[src/rtl/tmu_pkg.sv]
// Shared constants and sizing helpers for the texture fetch scheduler.
// Quad packing puts slot {11,10,01,00} of TMU0 in the LSBs.
package tmu_pkg;

    localparam int QUAD        = 4;
    localparam int PIXEL_WIDTH = 32;

    function automatic int pixel_w(input int sub_w);
        return QUAD * sub_w;
    endfunction

    function automatic int quad_w(input int w);
        return QUAD * w;
    endfunction

    function automatic int quad_lsb(input int tmu, input int w);
        return tmu * QUAD * w;
    endfunction

    function automatic int ptr_w(input int depth);
        return (depth > 1) ? $clog2(depth) : 1;
    endfunction

endpackage

[src/rtl/tmu_sync_fifo.sv]
// First-word-fall-through synchronous FIFO (DEPTH a power of two).
// Ports: push_i/pop_i/data_i in; empty_o/full_o/head_o out.
// A push while full is taken only when a pop happens in the same cycle.
module tmu_sync_fifo
    import tmu_pkg::*;
#(
    parameter int WIDTH = 8,
    parameter int DEPTH = 8
) (
    input  logic             clk_i,
    input  logic             rst_ni,
    input  logic             push_i,
    input  logic             pop_i,
    input  logic [WIDTH-1:0] data_i,
    output logic             empty_o,
    output logic             full_o,
    output logic [WIDTH-1:0] head_o
);

    localparam int AW = ptr_w(DEPTH);

    logic [WIDTH-1:0] mem_q [DEPTH];
    logic [AW-1:0]    wr_q, wr_d;
    logic [AW-1:0]    rd_q, rd_d;
    logic [AW:0]      cnt_q, cnt_d;
    logic             do_push, do_pop;

    assign empty_o = (cnt_q == '0);
    assign full_o  = (cnt_q == (AW+1)'(DEPTH));
    assign head_o  = mem_q[rd_q];
    assign do_pop  = pop_i && !empty_o;
    assign do_push = push_i && (!full_o || do_pop);

    always_comb begin
        wr_d  = wr_q;
        rd_d  = rd_q;
        cnt_d = cnt_q;
        if (do_push) wr_d = wr_q + 1'b1;
        if (do_pop)  rd_d = rd_q + 1'b1;
        case ({do_push, do_pop})
            2'b10:   cnt_d = cnt_q + 1'b1;
            2'b01:   cnt_d = cnt_q - 1'b1;
            default: cnt_d = cnt_q;
        endcase
    end

    always_ff @(posedge clk_i or negedge rst_ni) begin
        if (!rst_ni) begin
            wr_q  <= '0;
            rd_q  <= '0;
            cnt_q <= '0;
        end else begin
            wr_q  <= wr_d;
            rd_q  <= rd_d;
            cnt_q <= cnt_d;
        end
    end

    always_ff @(posedge clk_i) begin
        if (do_push) mem_q[wr_q] <= data_i;
    end

endmodule

[src/rtl/tmu_fetch_scheduler.sv]
// Texel-quad fetch scheduler for NUM_TMU units over variable-latency memory.
// Accepts fragments (s_frag_*), issues one quad request per enabled TMU
// (tex_req_*), joins in-order responses (tex_resp_*) with buffered side data
// and emits them in order (m_frag_*). err_unexpected_resp is sticky.
// Macro TMU_FETCH_PERF_COUNTERS_EN adds perf_frag_cnt / perf_stall_cnt.
module tmu_fetch_scheduler
    import tmu_pkg::*;
#(
    parameter int NUM_TMU         = 2,
    parameter int SUB_PIXEL_WIDTH = PIXEL_WIDTH / QUAD,
    parameter int ADDR_WIDTH      = 17,
    parameter int SIDE_WIDTH      = 64,
    parameter int FIFO_DEPTH      = 8
) (
    input  logic                  aclk,
    input  logic                  resetn,
    input  logic [NUM_TMU-1:0]    conf_tmu_enable,
    input  logic                  s_frag_valid,
    output logic                  s_frag_ready,
    input  logic [NUM_TMU*quad_w(ADDR_WIDTH)-1:0] s_frag_addr,
    input  logic [SIDE_WIDTH-1:0] s_frag_side,
    output logic [NUM_TMU-1:0]    tex_req_valid,
    input  logic [NUM_TMU-1:0]    tex_req_ready,
    output logic [NUM_TMU*quad_w(ADDR_WIDTH)-1:0] tex_req_addr,
    input  logic [NUM_TMU-1:0]    tex_resp_valid,
    input  logic [NUM_TMU*quad_w(pixel_w(SUB_PIXEL_WIDTH))-1:0] tex_resp_data,
    output logic                  m_frag_valid,
    input  logic                  m_frag_ready,
    output logic [NUM_TMU*quad_w(pixel_w(SUB_PIXEL_WIDTH))-1:0] m_frag_texels,
    output logic [SIDE_WIDTH-1:0] m_frag_side,
`ifdef TMU_FETCH_PERF_COUNTERS_EN
    output logic [31:0]           perf_frag_cnt,
    output logic [31:0]           perf_stall_cnt,
`endif
    output logic                  err_unexpected_resp
);

    localparam int PW = pixel_w(SUB_PIXEL_WIDTH);
    localparam int AQ = quad_w(ADDR_WIDTH);
    localparam int TQ = quad_w(PW);
    localparam int CW = ptr_w(FIFO_DEPTH) + 1;
    localparam int EW = NUM_TMU + SIDE_WIDTH;

    logic [NUM_TMU-1:0]    pend_q, pend_d;
    logic [NUM_TMU*AQ-1:0] addr_q;
    logic [CW-1:0]         outst_q, outst_d;
    logic                  err_q, err_d;
    logic [NUM_TMU-1:0]    req_hs, resp_pop, resp_empty, bad_resp;
    logic [NUM_TMU-1:0]    head_mask;
    logic [EW-1:0]         side_head;
    logic                  side_empty, side_full;
    logic                  at_cap, accept, out_hs;

    assign req_hs       = pend_q & tex_req_ready;
    assign at_cap       = (outst_q == CW'(FIFO_DEPTH)) || side_full;
    assign head_mask    = side_head[SIDE_WIDTH +: NUM_TMU];
    assign m_frag_valid = !side_empty && ((head_mask & resp_empty) == '0);
    assign out_hs       = m_frag_valid && m_frag_ready;
    assign resp_pop     = out_hs ? head_mask : '0;

    // A channel issuing this cycle frees its slot, so fragments
    // can be accepted back to back.
    assign s_frag_ready = resetn
                       && ((pend_q & ~tex_req_ready) == '0)
                       && (!at_cap || out_hs);
    assign accept       = s_frag_valid && s_frag_ready;

    assign tex_req_valid       = pend_q;
    assign tex_req_addr        = addr_q;
    assign m_frag_side         = side_head[SIDE_WIDTH-1:0];
    assign err_unexpected_resp = err_q;

    tmu_sync_fifo #(
        .WIDTH (EW),
        .DEPTH (FIFO_DEPTH)
    ) u_side_fifo (
        .clk_i   (aclk),
        .rst_ni  (resetn),
        .push_i  (accept),
        .pop_i   (out_hs),
        .data_i  ({conf_tmu_enable, s_frag_side}),
        .empty_o (side_empty),
        .full_o  (side_full),
        .head_o  (side_head)
    );

    for (genvar i = 0; i < NUM_TMU; i++) begin : g_tmu
        logic [CW-1:0] cnt_q, cnt_d;
        logic [TQ-1:0] head;
        logic          full, take, push;

        assign bad_resp[i] = tex_resp_valid[i] && (cnt_q == '0);
        assign take        = tex_resp_valid[i] && !bad_resp[i];
        assign push        = take && (!full || resp_pop[i]);

        always_comb begin
            cnt_d = cnt_q;
            case ({req_hs[i], take})
                2'b10:   cnt_d = cnt_q + 1'b1;
                2'b01:   cnt_d = cnt_q - 1'b1;
                default: cnt_d = cnt_q;
            endcase
        end

        always_ff @(posedge aclk or negedge resetn) begin
            if (!resetn) cnt_q <= '0;
            else         cnt_q <= cnt_d;
        end

        tmu_sync_fifo #(
            .WIDTH (TQ),
            .DEPTH (FIFO_DEPTH)
        ) u_resp_fifo (
            .clk_i   (aclk),
            .rst_ni  (resetn),
            .push_i  (push),
            .pop_i   (resp_pop[i]),
            .data_i  (tex_resp_data[quad_lsb(i, PW) +: TQ]),
            .empty_o (resp_empty[i]),
            .full_o  (full),
            .head_o  (head)
        );

        assign m_frag_texels[quad_lsb(i, PW) +: TQ] = head_mask[i] ? head : '0;
    end

    always_comb begin
        pend_d = pend_q & ~tex_req_ready;
        if (accept) pend_d = conf_tmu_enable;
        outst_d = outst_q;
        case ({accept, out_hs})
            2'b10:   outst_d = outst_q + 1'b1;
            2'b01:   outst_d = outst_q - 1'b1;
            default: outst_d = outst_q;
        endcase
        err_d = err_q | (|bad_resp);
    end

    always_ff @(posedge aclk or negedge resetn) begin
        if (!resetn) begin
            pend_q  <= '0;
            addr_q  <= '0;
            outst_q <= '0;
            err_q   <= 1'b0;
        end else begin
            pend_q  <= pend_d;
            outst_q <= outst_d;
            err_q   <= err_d;
            if (accept) addr_q <= s_frag_addr;
        end
    end

`ifdef TMU_FETCH_PERF_COUNTERS_EN
    logic [31:0] frag_cnt_q, stall_cnt_q;

    always_ff @(posedge aclk or negedge resetn) begin
        if (!resetn) begin
            frag_cnt_q  <= '0;
            stall_cnt_q <= '0;
        end else begin
            frag_cnt_q  <= frag_cnt_q + 32'(out_hs);
            stall_cnt_q <= stall_cnt_q + 32'(!side_empty && !m_frag_valid);
        end
    end

    assign perf_frag_cnt  = frag_cnt_q;
    assign perf_stall_cnt = stall_cnt_q;
`endif

endmodule
[config.mk]
export PLATFORM = sky130hd
export DESIGN_NAME = tmu_fetch_scheduler
export DESIGN_NICKNAME = d
export VERILOG_FILES = /design/src/rtl/tmu_pkg.sv /design/src/rtl/tmu_sync_fifo.sv /design/src/rtl/tmu_fetch_scheduler.sv
export SDC_FILE = /design/constraint.sdc
export NUM_CORES = 2
export LEC_CHECK = 0
export CORE_MARGIN = 2
export CORE_UTILIZATION = 55
export DETAILED_ROUTE_END_ITERATION = 12
export PLACE_DENSITY = 0.77
export REMOVE_ABC_BUFFERS = 1
export SYNTH_ARGS = -nofsm -noshare
export SYNTH_HDL_FRONTEND = slang
export SYNTH_SLANG_ARGS = --single-unit
[constraint.sdc]
create_clock -name aclk -period 20.5 [get_ports aclk]
set_clock_uncertainty 0.15 [all_clocks]
set_input_delay 4.1 -clock aclk [delete_from_list [all_inputs] [get_ports aclk]]
set_output_delay 4.1 -clock aclk [all_outputs]
set_load 0.01 [all_outputs]
==> reports/qor.yml <==
wl_met1_um: 93730
ys.flop_type: "edfxtp_1"
placed_area_um2: 117400
synth.avg_cell_area_um2: 22.93
cp.required_ns: 16.25
startpoint: "m_frag_ready"
min_path_type: "reg2reg"
insertion_delay_ns: 0.92
fin_crit_sh: 0.5341
port_buffers: 926
regArea_um2: 81910
drive_gt1_frac: 0.2297
hold_viol: 0
dieHeight_um: 441.1
cp-start-kind: "input port"
cp_num_buf_inv: 3
ys_warn_count: 0
wl_per_cell_um: 29.56
highest_layer: "met5"
synthArstFlopShare: 0.06565
final.min_clock_period_ns: 10.95
nNetsFinal: 6145
cp.depth: 7
r2r-start: "u_side_fifo.rd_q[1]"
slew_headroom: 0.2326
crit_family: "buffers and inverters"
grt_max_degree: 168
grt_pass1_vias: 51770
dp.cells: 7871
r2r_end: "g_tmu[1].u_resp_fifo.mem_q[3][14]"
arrival_ns: 6.70
cts_tree: "built"
post-cts-setup-buffers: 0
cts_max_level: 5
rows: 160
drv_cap: 0
initial_core_util: 0.5531
numCtsBuffers: 290
root_buffer: "clkbuf_16"
synth.distinct_cells: 52
slowest_delay_ns: 0.62
ys_seq_area_frac: 0.7792
final_common_cell: "edfxtp_1"
rsz0062_at_grt: "no"
nFillCells: 11740
grt_usage: 0.2530
critPathSlowestCell: "clkdlybuf4s50_1"
cp_cell_sequence: "clkdlybuf4s50_1 -> nand2_1 -> a31oi_1 -> and2_1 -> inv_1 -> a21oi_1 -> clkdlybuf4s50_1"
finalSetupViolCount: 0
crit_path_max_fanout: 11
fmax_mhz: 91.34
final_cell_mix: "2576 x edfxtp_1, 925 x clkdlybuf4s50_1, 642 x mux4_2"
routed_wl_um: 248700
synth_edf_count: 2576
finalNonFillerCells: 8412
die_w_um: 441.1
die_area_um2: 194600
antenna_found_initial: 75
post-route-drc-count: 0
place_congestion: 0.7895
rrSetupSlack_ns: 13.52
fin_util: 0.6647
p_leak_nw: 41.58
drtIter0Drc: 5259
setup.worst_path.end: "s_frag_ready"
fin_total_pwr_mw: 19.07
stdcell_area_um2: 126300
wl_met2_um: 125500
multiInputGateArea_um2: 22270
cts.sinks: 2757
dp_hpwl_um: 143100
critPathCaptureType: "output pin"
overflow: 0
hold_depth: 1
routed-via-count: 50340
status: "finished, final reports clean"
clk_path_buf_depth: 4
critPathMostFrequentCell: "clkdlybuf4s50_1"
syn_inst: 4583
ir_drop_mv: 0.1189
critical_path_class: "in2out"
via_per_inst: 5.984
route.met3.wl_um: 20250
syn2layout_area_growth_pct: 20.17
core_area_um2: 190000
pin_count: 927
worst_pin_slew_ns: 1.151
grt_pass1_wl_um: 356500
cts_resized: 0
detail-route-antenna-nets: 0
path_clk_slew_ns: 0.05
ctsHoldBuffers: 0
finalMaxSlewViolations: 0
firstDrtPassIters: 5
synth_seq_cells: 2757
power.density_nw_per_um2: 151.0
reg2reg_depth: 9
synth_area_um2: 105100
-- flip-flops by register name, indices dropped and copies added, names as in the netlist, 6 cells and up --
| signal | count |
|---|---|
| tex_req_addr | 136 |
| u_side_fifo.mem_q | 528 |
| g_tmu.u_resp_fifo.rd_q | 6 |
| g_tmu.u_resp_fifo.cnt_q | 8 |
| g_tmu.u_resp_fifo.wr_q | 6 |
| g_tmu.cnt_q | 8 |
| g_tmu.u_resp_fifo.mem_q | 2048 |
-- where the power goes --
group	internal [mW]	total, mW	leakage [nW]	switching [mW]
registers	7.11	7.60	25.5	0.490
clock network	2.85	4.90	4.27	2.05
logic	3.24	6.57	11.8	3.33
-- area by class of cell --
class                      count  area share
clock buffer                 373     0.06093
tap                         2511     0.02488
clock inverter               122    0.008165
inverter                      22   0.0006540
timing repair buffer        1011     0.07938
multi-input combinational   1570      0.1764
sequential                  2757      0.6487
antenna                       46   0.0009116
-- per-layer routing --
metal | global-route usage | vias up
met5 | 0 | -
met4 | 0.1001 | 60
met3 | 0.06102 | 466
met2 | 0.4072 | 2088
met1 | 0.3371 | 26550
li1 | - | 21170
-- synthesized netlist by cell type (2+ instances only) --
cell type,count,share of area
nand2b_1,7,0.00042
fa_1,3,0.00057
mux2_4,60,0.0086
mux2i_1,261,0.025
buf_1,54,0.0019
nand3_1,3,0.00014
a21oi_1,10,0.00048
xor2_1,20,0.0017
nor3_2,4,0.00038
xnor2_1,19,0.0016
clkbuf_1,126,0.0045
nor3b_1,4,0.00029
a21o_1,3,0.00021
nand2_1,32,0.0011
mux2_1,5,0.00054
edfxtp_1,2576,0.74
nand3b_1,4,0.00029
nor3_1,7,0.00033
buf_4,3,0.00021
mux2_2,146,0.016
inv_1,20,0.00071
o21ai_0,9,0.00043
nor2b_1,4,0.00024
inv_2,2,0.000071
mux4_2,642,0.14
dfrtp_1,181,0.043
nor4_1,5,0.00030
and2_1,4,0.00024
nor4b_1,3,0.00025
buf_6,7,0.00075
buf_2,43,0.0020
ha_1,24,0.0029
nor2_1,273,0.0098
-- stage by stage --
stage	worst slack, ns	hold WS, ns	setup TNS, ns
after global placement	9.512	0.3071	0
after detailed placement	9.531	0.3159	0
after global routing	9.489	0.3590	0
final	9.552	0.3302	0
after CTS	9.515	0.3295	0
after floorplan	-1.874	0.2934	-926.84
-- worst min-delay path by stage --
stage | startpoint | slack (ns) | to
final | g_tmu[0].cnt_q[3] | 0.33 | g_tmu[0].cnt_q[3]
after floorplan | g_tmu[0].cnt_q[3] | 0.29 | g_tmu[0].cnt_q[3]
after CTS | g_tmu[0].cnt_q[3] | 0.33 | g_tmu[0].cnt_q[3]
after global placement | g_tmu[0].cnt_q[3] | 0.31 | g_tmu[0].cnt_q[3]
after detailed placement | g_tmu[0].cnt_q[3] | 0.32 | g_tmu[0].cnt_q[3]
after global routing | u_side_fifo.cnt_q[3] | 0.36 | u_side_fifo.cnt_q[3]
-- cell families after synthesis --
group	synth area share
flip-flops	0.7792
buffers and inverters	0.01037
multiplexers	0.1874
XOR/XNOR	0.003251
AND/OR/NAND/NOR	0.01423
adder cells (fa/ha/maj)	0.003429
AO/OA/AOI/OAI	0.002048
No activity file was read; power rests on OpenSTA's default activity.
